<file path="config.mk">
export PLATFORM = sky130hd
export DESIGN_NAME = fp_hazard_u_flat
export DESIGN_NICKNAME = d
export VERILOG_FILES = /design/src/rtl/fp_pkg.sv /design/src/rtl/fp_hazard_u_if.sv /design/src/rtl/fp_op_decode.sv /design/src/rtl/fp_hazard_u.sv /design/src/flat_wrapper.sv
export SDC_FILE = /design/constraint.sdc
export NUM_CORES = 1
export LEC_CHECK = 0
export ABC_AREA = 1
export BUFFER_PORTS_ARGS = -buffer_cell sky130_fd_sc_hd__buf_4
export CORE_MARGIN = 2
export CORE_UTILIZATION = 48
export CTS_CLUSTER_DIAMETER = 120
export CTS_CLUSTER_SIZE = 40
export DETAILED_ROUTE_END_ITERATION = 10
export PLACE_DENSITY = 0.78
export SYNTH_ARGS = -nofsm -noshare
export SYNTH_HDL_FRONTEND = slang
export SYNTH_HIERARCHICAL = 1
export SYNTH_SLANG_ARGS = --single-unit
</file>
<file path="constraint.sdc">
create_clock -name i_clk -period 3 [get_ports i_clk]
set_clock_uncertainty 0.2 [all_clocks]
set_input_delay 0.6 -clock i_clk [delete_from_list [all_inputs] [get_ports i_clk]]
set_output_delay 0.6 -clock i_clk [all_outputs]
set_load 0.03 [all_outputs]
</file>
<file path="src/rtl/fp_pkg.sv">
// rtl/fp_pkg.sv - shared FP opcode/funct7 constants, op-class enum and register mask helper
//   Used by fp_op_decode, fp_hazard_u and the WB forwarding unit.
package fp_pkg;

  localparam logic [6:0] OP_FLW    = 7'b0000111;
  localparam logic [6:0] OP_FSW    = 7'b0100111;
  localparam logic [6:0] OP_FMADD  = 7'b1000011;
  localparam logic [6:0] OP_FMSUB  = 7'b1000111;
  localparam logic [6:0] OP_FNMSUB = 7'b1001011;
  localparam logic [6:0] OP_FNMADD = 7'b1001111;
  localparam logic [6:0] OP_FP     = 7'b1010011;

  localparam logic [6:0] F7_FADD     = 7'b0000000;
  localparam logic [6:0] F7_FSUB     = 7'b0000100;
  localparam logic [6:0] F7_FMUL     = 7'b0001000;
  localparam logic [6:0] F7_FDIV     = 7'b0001100;
  localparam logic [6:0] F7_FSQRT    = 7'b0101100;
  localparam logic [6:0] F7_FSGNJ    = 7'b0010000;
  localparam logic [6:0] F7_FMINMAX  = 7'b0010100;
  localparam logic [6:0] F7_FCMP     = 7'b1010000;
  localparam logic [6:0] F7_FCVT_W_S = 7'b1100000;
  localparam logic [6:0] F7_FCVT_S_W = 7'b1101000;
  localparam logic [6:0] F7_FMV_X_W  = 7'b1110000;
  localparam logic [6:0] F7_FMV_W_X  = 7'b1111000;

  typedef enum logic [1:0] {CLS_NONE, CLS_PIPE, CLS_ITER} op_cls_e;

  // One-hot register mask, empty when v is low.
  function automatic logic [31:0] reg_mask(input logic v, input logic [4:0] r);
    return {31'b0, v} << r;
  endfunction

endpackage

</file>
<file path="src/rtl/fp_hazard_u_if.sv">
// rtl/fp_hazard_u_if.sv - ID-side bus between the decode stage and fp_hazard_u
//   master: ID stage (drives instruction fields, receives stall/issue/status)
//   slave : fp_hazard_u
//   FP_HAZ_PERF_EN adds o_stall_cnt[31:0].
interface fp_hazard_u_if;
  logic        i_id_valid;
  logic        i_flush;
  logic [6:0]  i_opcode;
  logic [6:0]  i_funct7;
  logic [4:0]  i_rs1;
  logic [4:0]  i_rs2;
  logic [4:0]  i_rs3;
  logic [4:0]  i_rd;
  logic        o_stall;
  logic        o_pipe_issue;
  logic        o_div_issue;
  logic        o_div_busy;
  logic        o_div_wb;
  logic [4:0]  o_div_rd;
  logic [31:0] o_pending;
`ifdef FP_HAZ_PERF_EN
  logic [31:0] o_stall_cnt;

  modport master (
    output i_id_valid, i_flush, i_opcode, i_funct7, i_rs1, i_rs2, i_rs3, i_rd,
    input  o_stall, o_pipe_issue, o_div_issue, o_div_busy, o_div_wb, o_div_rd,
           o_pending, o_stall_cnt
  );
  modport slave (
    input  i_id_valid, i_flush, i_opcode, i_funct7, i_rs1, i_rs2, i_rs3, i_rd,
    output o_stall, o_pipe_issue, o_div_issue, o_div_busy, o_div_wb, o_div_rd,
           o_pending, o_stall_cnt
  );
`else
  modport master (
    output i_id_valid, i_flush, i_opcode, i_funct7, i_rs1, i_rs2, i_rs3, i_rd,
    input  o_stall, o_pipe_issue, o_div_issue, o_div_busy, o_div_wb, o_div_rd,
           o_pending
  );
  modport slave (
    input  i_id_valid, i_flush, i_opcode, i_funct7, i_rs1, i_rs2, i_rs3, i_rd,
    output o_stall, o_pipe_issue, o_div_issue, o_div_busy, o_div_wb, o_div_rd,
           o_pending
  );
`endif
endinterface

</file>
<file path="src/rtl/fp_op_decode.sv">
// rtl/fp_op_decode.sv - combinational FP op class and operand-use decode
//   opcode, funct7 : ID instruction fields
//   cls            : CLS_PIPE (add/sub/mul/FMA), CLS_ITER (div/sqrt), CLS_NONE
//   use_rs1/2/3    : the register is read as an FP source
//   fp_rd          : rd names an FP destination
module fp_op_decode
  import fp_pkg::*;
(
  input  logic [6:0] opcode,
  input  logic [6:0] funct7,
  output op_cls_e    cls,
  output logic       use_rs1,
  output logic       use_rs2,
  output logic       use_rs3,
  output logic       fp_rd
);

  logic is_fma;
  logic is_fp;

  assign is_fma = (opcode == OP_FMADD) || (opcode == OP_FMSUB) ||
                  (opcode == OP_FNMSUB) || (opcode == OP_FNMADD);
  assign is_fp  = (opcode == OP_FP);

  always_comb begin
    cls = CLS_NONE;
    if (is_fma || (is_fp && (funct7 inside {F7_FADD, F7_FSUB, F7_FMUL})))
      cls = CLS_PIPE;
    else if (is_fp && (funct7 inside {F7_FDIV, F7_FSQRT}))
      cls = CLS_ITER;

    // Integer-source converts/moves read x-registers through rs1.
    use_rs1 = is_fma || (is_fp && !(funct7 inside {F7_FCVT_S_W, F7_FMV_W_X}));
    use_rs2 = (opcode == OP_FSW) || is_fma ||
              (is_fp && (funct7 inside {F7_FADD, F7_FSUB, F7_FMUL, F7_FDIV,
                                        F7_FSGNJ, F7_FMINMAX, F7_FCMP}));
    use_rs3 = is_fma;
    // Compares, classify and FP->int moves/converts write x-registers.
    fp_rd   = (opcode == OP_FLW) || is_fma ||
              (is_fp && !(funct7 inside {F7_FCVT_W_S, F7_FMV_X_W, F7_FCMP}));
  end

endmodule

</file>
<file path="src/rtl/fp_hazard_u.sv">
// rtl/fp_hazard_u.sv - FP destination tracker and ID stall/issue control
//   i_clk, i_rst : clock, synchronous active-high reset
//   bus (slave)  : ID instruction fields in; stall, pipe/div issue, divider
//                  busy/wb/rd and pending-destination mask out
//   FP_HAZ_PERF_EN adds a saturating stall-cycle counter on bus.o_stall_cnt.
module fp_hazard_u
  import fp_pkg::*;
#(
  parameter int PIPE_LAT = 3,
  parameter int DIV_LAT  = 12,
  parameter int SQRT_LAT = 16
) (
  input  logic         i_clk,
  input  logic         i_rst,
  fp_hazard_u_if.slave bus
);

  localparam int MAX_LAT = (DIV_LAT > SQRT_LAT) ? DIV_LAT : SQRT_LAT;
  localparam int CNT_W   = $clog2(MAX_LAT + 1);

  op_cls_e cls;
  logic    use_rs1, use_rs2, use_rs3, fp_rd;

  fp_op_decode u_decode (
    .opcode (bus.i_opcode),
    .funct7 (bus.i_funct7),
    .cls    (cls),
    .use_rs1(use_rs1),
    .use_rs2(use_rs2),
    .use_rs3(use_rs3),
    .fp_rd  (fp_rd)
  );

  // Stage k holds the op issued k cycles ago; stage PIPE_LAT is its WB cycle.
  logic [PIPE_LAT:1] pipe_v;
  logic [4:0]        pipe_rd [1:PIPE_LAT];
  logic [CNT_W-1:0]  div_cnt;
  logic [4:0]        div_rd;

  logic [31:0] haz_mask;
  logic        id_live, div_late, raw, waw, stall, pipe_issue, div_issue;

  // WB-cycle entries are left out: forwarding covers them.
  always_comb begin
    haz_mask = reg_mask(div_cnt > CNT_W'(1), div_rd);
    for (int k = 1; k < PIPE_LAT; k++)
      haz_mask = haz_mask | reg_mask(pipe_v[k], pipe_rd[k]);
  end

  assign id_live  = bus.i_id_valid & ~bus.i_flush;
  assign div_late = div_cnt > CNT_W'(1);
  assign raw = (use_rs1 & haz_mask[bus.i_rs1]) |
               (use_rs2 & haz_mask[bus.i_rs2]) |
               (use_rs3 & haz_mask[bus.i_rs3]);
  assign waw = fp_rd & haz_mask[bus.i_rd];

  // A pipe op issued while cnt == PIPE_LAT+1 would reach WB together with
  // the divider result and fight for the single FP write port.
  assign stall = id_live & (raw | waw |
                            ((cls == CLS_ITER) & div_late) |
                            ((cls == CLS_PIPE) & (div_cnt == CNT_W'(PIPE_LAT + 1))));

  assign pipe_issue = id_live & ~stall & (cls == CLS_PIPE);
  assign div_issue  = id_live & ~stall & (cls == CLS_ITER);

  always_ff @(posedge i_clk) begin
    if (i_rst) begin
      pipe_v  <= '0;
      for (int k = 1; k <= PIPE_LAT; k++) pipe_rd[k] <= '0;
      div_cnt <= '0;
      div_rd  <= '0;
    end else begin
      pipe_v[1]  <= pipe_issue;
      pipe_rd[1] <= bus.i_rd;
      for (int k = 2; k <= PIPE_LAT; k++) begin
        pipe_v[k]  <= pipe_v[k-1];
        pipe_rd[k] <= pipe_rd[k-1];
      end
      // An issue on the WB cycle (cnt==1) reloads instead of decrementing.
      if (div_issue) begin
        div_cnt <= (bus.i_funct7 == F7_FSQRT) ? CNT_W'(SQRT_LAT) : CNT_W'(DIV_LAT);
        div_rd  <= bus.i_rd;
      end else if (div_cnt != '0) begin
        div_cnt <= div_cnt - CNT_W'(1);
      end
    end
  end

  assign bus.o_stall      = stall;
  assign bus.o_pipe_issue = pipe_issue;
  assign bus.o_div_issue  = div_issue;
  assign bus.o_div_busy   = (div_cnt != '0);
  assign bus.o_div_wb     = (div_cnt == CNT_W'(1));
  assign bus.o_div_rd     = div_rd;
  assign bus.o_pending    = haz_mask;

`ifdef FP_HAZ_PERF_EN
  logic [31:0] stall_cnt;

  always_ff @(posedge i_clk) begin
    if (i_rst)
      stall_cnt <= '0;
    else if (stall && (stall_cnt != 32'hFFFF_FFFF))
      stall_cnt <= stall_cnt + 32'd1;
  end

  assign bus.o_stall_cnt = stall_cnt;
`endif

endmodule

</file>
<file path="src/flat_wrapper.sv">
// flat-port wrapper written by rule: the top's interface ports become plain ports
module fp_hazard_u_flat import fp_pkg::*;
#(
  parameter int PIPE_LAT = 3,
  parameter int DIV_LAT  = 12,
  parameter int SQRT_LAT = 16
)
  (i_clk, i_rst, bus_i_id_valid, bus_i_flush, bus_i_opcode, bus_i_funct7, bus_i_rs1, bus_i_rs2, bus_i_rs3, bus_i_rd, bus_o_stall, bus_o_pipe_issue, bus_o_div_issue, bus_o_div_busy, bus_o_div_wb, bus_o_div_rd, bus_o_pending);
  fp_hazard_u_if bus_i ();
  input  logic i_clk;
  input  logic i_rst;
  input wire logic [$bits(bus_i.i_id_valid)-1:0] bus_i_id_valid;
  input wire logic [$bits(bus_i.i_flush)-1:0] bus_i_flush;
  input wire logic [$bits(bus_i.i_opcode)-1:0] bus_i_opcode;
  input wire logic [$bits(bus_i.i_funct7)-1:0] bus_i_funct7;
  input wire logic [$bits(bus_i.i_rs1)-1:0] bus_i_rs1;
  input wire logic [$bits(bus_i.i_rs2)-1:0] bus_i_rs2;
  input wire logic [$bits(bus_i.i_rs3)-1:0] bus_i_rs3;
  input wire logic [$bits(bus_i.i_rd)-1:0] bus_i_rd;
  output wire logic [$bits(bus_i.o_stall)-1:0] bus_o_stall;
  output wire logic [$bits(bus_i.o_pipe_issue)-1:0] bus_o_pipe_issue;
  output wire logic [$bits(bus_i.o_div_issue)-1:0] bus_o_div_issue;
  output wire logic [$bits(bus_i.o_div_busy)-1:0] bus_o_div_busy;
  output wire logic [$bits(bus_i.o_div_wb)-1:0] bus_o_div_wb;
  output wire logic [$bits(bus_i.o_div_rd)-1:0] bus_o_div_rd;
  output wire logic [$bits(bus_i.o_pending)-1:0] bus_o_pending;
  assign bus_i.i_id_valid = bus_i_id_valid;
  assign bus_i.i_flush = bus_i_flush;
  assign bus_i.i_opcode = bus_i_opcode;
  assign bus_i.i_funct7 = bus_i_funct7;
  assign bus_i.i_rs1 = bus_i_rs1;
  assign bus_i.i_rs2 = bus_i_rs2;
  assign bus_i.i_rs3 = bus_i_rs3;
  assign bus_i.i_rd = bus_i_rd;
  assign bus_o_stall = bus_i.o_stall;
  assign bus_o_pipe_issue = bus_i.o_pipe_issue;
  assign bus_o_div_issue = bus_i.o_div_issue;
  assign bus_o_div_busy = bus_i.o_div_busy;
  assign bus_o_div_wb = bus_i.o_div_wb;
  assign bus_o_div_rd = bus_i.o_div_rd;
  assign bus_o_pending = bus_i.o_pending;
  fp_hazard_u #(.PIPE_LAT(PIPE_LAT), .DIV_LAT(DIV_LAT), .SQRT_LAT(SQRT_LAT)) u_core (.i_clk(i_clk), .i_rst(i_rst), .bus(bus_i));
endmodule
</file>
Word-level counts from Yosys, hierarchy flattened --
Memories as Yosys holds them, arrays and structs flattened. Cells that the tools add are included.
Word-level totals: output and inout bits 42, bits in registers 12, memories 1, input port bits 38, memory bits (writable) 15
Operators by class: reduce and logical (&&, ||, !) cells 24, equal/unequal tests 22, magnitude comparators 5, shift-type cells 3, bitwise logic cells 23, muxes and demuxes 19, $add $sub $neg 1
Memories:
- u_core.pipe_rd | words 3, width 5, rd ports 2, clocked after memory_dff 0, write ports 3, RTL line fp_hazard_u.sv:36 | logic [4:0] pipe_rd [1:PIPE_LAT];
Operators with widths (number):
- $shl A1 B5 Y32 | 3
- $eq A7 B7 Y1 const B | 10
- $or A32 B32 Y32 | 2
- $mux W5 | 6
- $lt A5 B6 Y1 const B | 4
- $bmux W1 S5 | 4
- $eq A7 B3 Y1 const B | 2
- $eq A7 B4 Y1 const B | 2
- $eq A7 B5 Y1 const B | 2
- $eq A7 B6 Y1 const B | 2
- $and A1 B1 Y1 | 11
- $logic_or A1 B1 Y1 | 9
- $or A1 B1 Y1 | 8
- $logic_not A7 Y1 | 1
- $mux W1 | 7
- $reduce_bool A7 Y1 | 1
- $reduce_bool A2 Y1 | 3
- $reduce_bool A3 Y1 | 2
- $eq A5 B1 Y1 const B | 1
- $eq A5 B3 Y1 const B | 1
- $gt A5 B1 Y1 const B | 1
- $logic_and A1 B1 Y1 | 5
- $reduce_bool A5 Y1 | 1
- $sub A5 B1 Y5 const B | 1
- 5 further kinds | 8

Longest topological paths before layout --
word-level depth 17, gate-level depth with buffers 23

Hierarchy --
Netlist, hierarchy kept.
Modules (own cells, without submodules):
- fp_hazard_u | cells an instance 663, area each 3563.4 µm², sequential area each 440.4 µm², times used 1
- fp_op_decode | cells an instance 48, area each 217.7 µm², sequential area each 0.0 µm², times used 1

Least setup slack after synthesis --
OpenSTA, ideal clock, no wires.
kind reg-to-output, from register u_core.div_cnt[1], to output bus_o_stall, data required time 2200 ps, cell stages (with the launch flop) 20, setup slack -499 ps, arrival time 2699 ps, path through dfxtp_1 inv_1 ha_1 inv_1 nor2_2 nand2_4 nand4_2 nor2_4 nand3_2 nand2_1 nand2_1 nand3_1 nand3_1 nand3_1 nand2_1 nand2_1 nand3_1 nand2_1 nor2_1 nor3_1
Between the ends: word-level cells in the longest chain between the ends 13
RTL lines:
- from (decl) | RTL line fp_hazard_u.sv:37 | logic [CNT_W-1:0] div_cnt;
- from (signal assigned) | RTL line fp_hazard_u.sv:81 | div_cnt <= (bus.i_funct7 == F7_FSQRT) ? CNT_W'(SQRT_LAT) : CNT_W'(DIV_LAT);
- from (signal assigned) | RTL line fp_hazard_u.sv:84 | div_cnt <= div_cnt - CNT_W'(1);
- $gt A5 B1 Y1 * | RTL line fp_hazard_u.sv:45 | haz_mask = reg_mask(div_cnt > CNT_W'(1), div_rd);
- $shl A1 B5 Y32 * | RTL line fp_pkg.sv:30 | return {31'b0, v} << r;
- $or A32 B32 Y32 * (2 in series) | RTL line fp_hazard_u.sv:47 | haz_mask = haz_mask | reg_mask(pipe_v[k], pipe_rd[k]);
- named net bus_o_pending[2] | RTL line flat_wrapper.sv:26 | output wire logic [$bits(bus_i.o_pending)-1:0] bus_o_pending;
- $bmux W1 S5, on equally long branches | RTL line fp_hazard_u.sv:52, fp_hazard_u.sv:53
- $mux W1, on equally long branches | RTL line fp_hazard_u.sv:52, fp_hazard_u.sv:53
- $and A1 B1 Y1, on equally long branches | RTL line fp_hazard_u.sv:52, fp_hazard_u.sv:53
- $or A1 B1 Y1 | RTL line fp_hazard_u.sv:52 | assign raw = (use_rs1 & haz_mask[bus.i_rs1]) |
- $or A1 B1 Y1 | RTL line fp_hazard_u.sv:53 | (use_rs2 & haz_mask[bus.i_rs2]) |
- $or A1 B1 Y1 * (2 in series) | RTL line fp_hazard_u.sv:59 | assign stall = id_live & (raw | waw |
- $or A1 B1 Y1 * | RTL line fp_hazard_u.sv:60 | ((cls == CLS_ITER) & div_late) |
- $and A1 B1 Y1 * | RTL line fp_hazard_u.sv:59
- to (decl) | RTL line flat_wrapper.sv:20 | output wire logic [$bits(bus_i.o_stall)-1:0] bus_o_stall;
Mark *: on every way through the listed nets, which the timed path passes. The rest lies on a longest branch. The select of a mux whose other input is x is not followed.

Worst setup path in the final report --
from register u_core.div_cnt[1], to output bus_o_div_issue
Between the ends: word-level cells in the longest chain between the ends 16
RTL lines:
- $gt A5 B1 Y1 | RTL line fp_hazard_u.sv:45, fp_hazard_u.sv:51
- $shl A1 B5 Y32 | RTL line fp_pkg.sv:30
- $or A32 B32 Y32 (2 in series) | RTL line fp_hazard_u.sv:47
- $bmux W1 S5, on equally long branches | RTL line fp_hazard_u.sv:52, fp_hazard_u.sv:53
- $mux W1, on equally long branches | RTL line fp_hazard_u.sv:52, fp_hazard_u.sv:53
- $and A1 B1 Y1, on equally long branches | RTL line fp_hazard_u.sv:52, fp_hazard_u.sv:53
- $or A1 B1 Y1 | RTL line fp_hazard_u.sv:52
- $or A1 B1 Y1 | RTL line fp_hazard_u.sv:53
- $or A1 B1 Y1 (2 in series) | RTL line fp_hazard_u.sv:59
- $or A1 B1 Y1 * | RTL line fp_hazard_u.sv:60
- $and A1 B1 Y1 * | RTL line fp_hazard_u.sv:59
- $not A1 Y1 * | RTL line fp_hazard_u.sv:64 | assign div_issue = id_live & ~stall & (cls == CLS_ITER);
- $and A1 B1 Y1 * (2 in series) | RTL line fp_hazard_u.sv:64
- to (decl) | RTL line flat_wrapper.sv:22 | output wire logic [$bits(bus_i.o_div_issue)-1:0] bus_o_div_issue;
Every way passes the cells marked *; elsewhere a longest branch is shown, timed or not. The select of a mux whose other input is x is not followed.

==> impl_metrics.py <==
metrics = {
    "run_status": {
        "status": "complete, but fails checks",
        "violations": "negative setup slack",
    },
    "critical_path": {
        "cp.required_ns": 2.20,
        "startpoint_type": "register",
        "endpoint_kind": "output port",
        "critical_path_class": "register to output port",
        "critPathMaxFanout": 5,
        "cp.arrival_ns": 2.78,
    },
    "die": {
        "dieWidth_um": 92.76,
        "die-area_um2": 8603,
        "coreArea_um2": 7687,
        "initial_core_util_pct": 49.19,
        "row_count": 32,
        "pin_count": 80,
        "dieHeight_um": 92.76,
    },
    "drt": {
        "antenna_left": 0,
        "drt_iter0_drc": 609,
        "wl_per_cell_um": 17.20,
        "drc": 0,
        "vias_per_cell": 5.856,
        "finalWirelength_mm": 16.55,
        "firstDrtPassIters": 7,
        "vias": 5633,
    },
    "clock_network": {
        "tritoncts": "yes",
        "worstSkewPairLatency_ns": 0.27,
        "root_buffer": "clkbuf_8",
        "cts_made_buffers": 3,
        "clkTransAtPathRegs_ns": 0.08,
        "cts_sinks": 22,
        "clock_path_buffers": 2,
        "htreeDepth": 1,
    },
    "place": {
        "gp_congestion": 1.017,
        "dpl_cell_area_um2": 5393,
        "hpwl_mm": 12.27,
        "portBuffers": 79,
        "post-place-cells": 945,
    },
    "synthesis": {
        "ys_ff_latch": 22,
        "yosysWarnings": 6,
        "netlist_instances": 711,
        "synth_top_area_share_pct": 25.02,
        "synthesis.nets": 752,
        "synth.area.top_cells": "nand3_1 25%, nand2_1 20%, dfxtp_1 12%",
        "synth_top_cell_by_area": "nand3_1",
        "ys_seq_area_share_pct": 11.65,
        "synth_cell_types": 36,
        "avgSynthCellArea_um2": 5.318,
        "synthesis.area_um2": 3781,
    },
    "power_and_ir_drop": {
        "p_clk_share_pct": 18.0,
        "power_density_nw_per_um2": 271.4,
        "ir_drop_uv": 542.7,
        "pwr-share-seq_pct": 22.7,
        "power_switching_mw": 0.6927,
        "p_leak_nw": 2.674,
        "intPower_mw": 0.8829,
        "combPwrFrac_pct": 59.3,
        "switching_share_pct": 43.97,
    },
    "timing": {
        "hold_violations": 0,
        "rsz0062_at_grt": "yes",
        "hold_ws_ns": 0.4118,
        "setup_viol": 8,
        "slew_viol_final": 0,
        "fin_crit_sh_pct": 119.5,
        "tightest_slew_ns": 0.4783,
        "timing.slew.headroom_pct": 68.08,
        "fmax_mhz": 278.9,
        "setup_slack_ns": -0.5849,
        "fin_crit_ns": 3.585,
    },
    "global_routing": {
        "antenna_found_initial": 0,
        "grt_pass1_wl_mm": 25.72,
        "grtUsageTotal_pct": 37.21,
        "grt_pass1_vias": 5289,
        "grt-ovfl-total": 0,
        "grt_max_degree": 22,
    },
    "layout": {
        "final_cell_mix": "179 x nand2_1, 172 x buf_4, 158 x nand3_1, 84 x inv_1, 37 x nand3_2",
        "final_area_um2": 5806,
        "layout_commonest_cell": "nand2_1",
        "final-instance-count-excl-fill": 962,
        "fill_cells": 616,
        "drive_gt1_share_pct": 37.21,
        "layout.nets": 902,
        "area_delta_synth_final_pct": 53.54,
        "antenna_cells": 0,
    },
    "job": {
        "cap_violations": 0,
    },
    "hold_path": {
        "hold_class": "input port to register",
    },
}
==> routing by layer <==
layer / track usage (%) / up-vias / wire length [um]
met2: 61.25 / 374 / 7599
met4: 17.03 / 0 / 764
li1: - / 2645 / -
met1: 46.67 / 2542 / 6546
met5: 0 / - / 0
met3: 7.567 / 72 / 1638
==> through the flow <==
step           util, %  setup TNS, ns  power (mW)  setup slack (ns)
6_report         75.52         -2.165       1.576           -0.5849
2_1_floorplan        -       -0.02788      0.8791          -0.02788
5_1_grt          75.52         -3.776       1.660           -0.7320
3_5_place_dp     70.15        -0.7999       1.187           -0.2941
4_1_cts          73.37         -1.329       1.533           -0.4932
3_3_place_gp     70.15        -0.6743       1.157           -0.2405
==> cell families after synthesis <==
family,share of synthesized area (%)
simple gates,67.17
buf+inv,14.13
compound gates,5.361
flops,11.65
xor+xnor,0.6950
fa+ha+maj,0.9928
==> critical path, cell delays in order, from the launching register on <==
cell and delay, ns:
dfxtp_2 0.34, inv_2 0.05, ha_4 0.16, inv_2 0.04, nor2_2 0.04, nand2_4 0.13, nand4_4 0.16, nor2_4 0.25
nand3_2 0.12, nand2_4 0.14, nand2_1 0.07, nand3_1 0.07, nand3_1 0.07, nand3_1 0.10, nand2_1 0.07, nand2_1 0.09
nand3_2 0.13, nand2_2 0.10, nor2_2 0.05, nand4_4 0.08, clkinvlp_4 0.11, buf_6 0.14
==> cells in the mapped netlist <==
master	count
nor3_4	1
nor2b_1	1
clkinv_1	2
nor2_2	9
nand3_1	189
nor2_1	31
inv_1	87
nand2_2	22
ha_1	3
a21oi_2	2
clkbuf_1	10
a21oi_1	9
nand4_1	29
nand2_1	199
and3_1	1
nor2_4	3
o21ai_0	19
nand4_2	4
buf_6	1
nand4_4	1
nand3_2	9
inv_2	3
buf_1	4
or3_1	1
nor3_2	6
nor3_1	6
buf_4	4
nor4_1	1
o21ai_1	6
xnor2_1	1
xor2_1	2
o211ai_1	2
dfxtp_1	22
buf_2	19
nand3_4	1
nand2_4	1
==> sequential cells by signal, indices dropped and copies added, names as in the netlist <==
name,flops
u_core/pipe_rd,10
u_core/bus.o_div_rd,5
u_core/pipe_v,2
u_core/div_cnt,5
==> power by group through the flow <==
stage | Sequential [mW] | Clock, mW | Combinational (mW)
2_1_floorplan | 0.360 | 0 | 0.519
3_3_place_gp | 0.353 | 0 | 0.804
3_5_place_dp | 0.357 | 0 | 0.829
4_1_cts | 0.355 | 0.285 | 0.893
5_1_grt | 0.360 | 0.299 | 1.00
6_report | 0.358 | 0.283 | 0.935
==> final cells by class <==
cell class	instances	area (um^2)	share of cell area [%]
flip-flops and latches	22	450.4	7.759
clock buffers	3	41.29	0.7112
inverters	92	349.1	6.013
multi-input cells	559	3322	57.22
well taps	102	127.6	2.198
repair buffers	183	1485	25.58
clock inverters	1	30.03	0.5172
==> worst paths after layout <==
path / slack, ns / from / cells past startpoint / endpoint
worst max-delay path: -0.58 / u_core/div_cnt[1] / 21 / bus_o_div_issue
worst min-delay path: 0.41 / bus_i_rd[4] / 3 / u_core/bus.o_div_rd[4]
worst max register to register: -0.11 / u_core/div_cnt[1] / 24 / u_core/bus.o_div_rd[1]
worst min register to register: 0.42 / u_core/div_cnt[1] / 3 / u_core/div_cnt[1]
==> timing repair <==
item / 4_1_cts / 5_1_grt
setup endpoints to repair: 3 / 14
hold buffers: 0 / 0
resized for setup: 30 / 25
setup buffers: 5 / 9
pin swaps: 25 / 39
No activity file was read; power rests on OpenSTA's default activity.
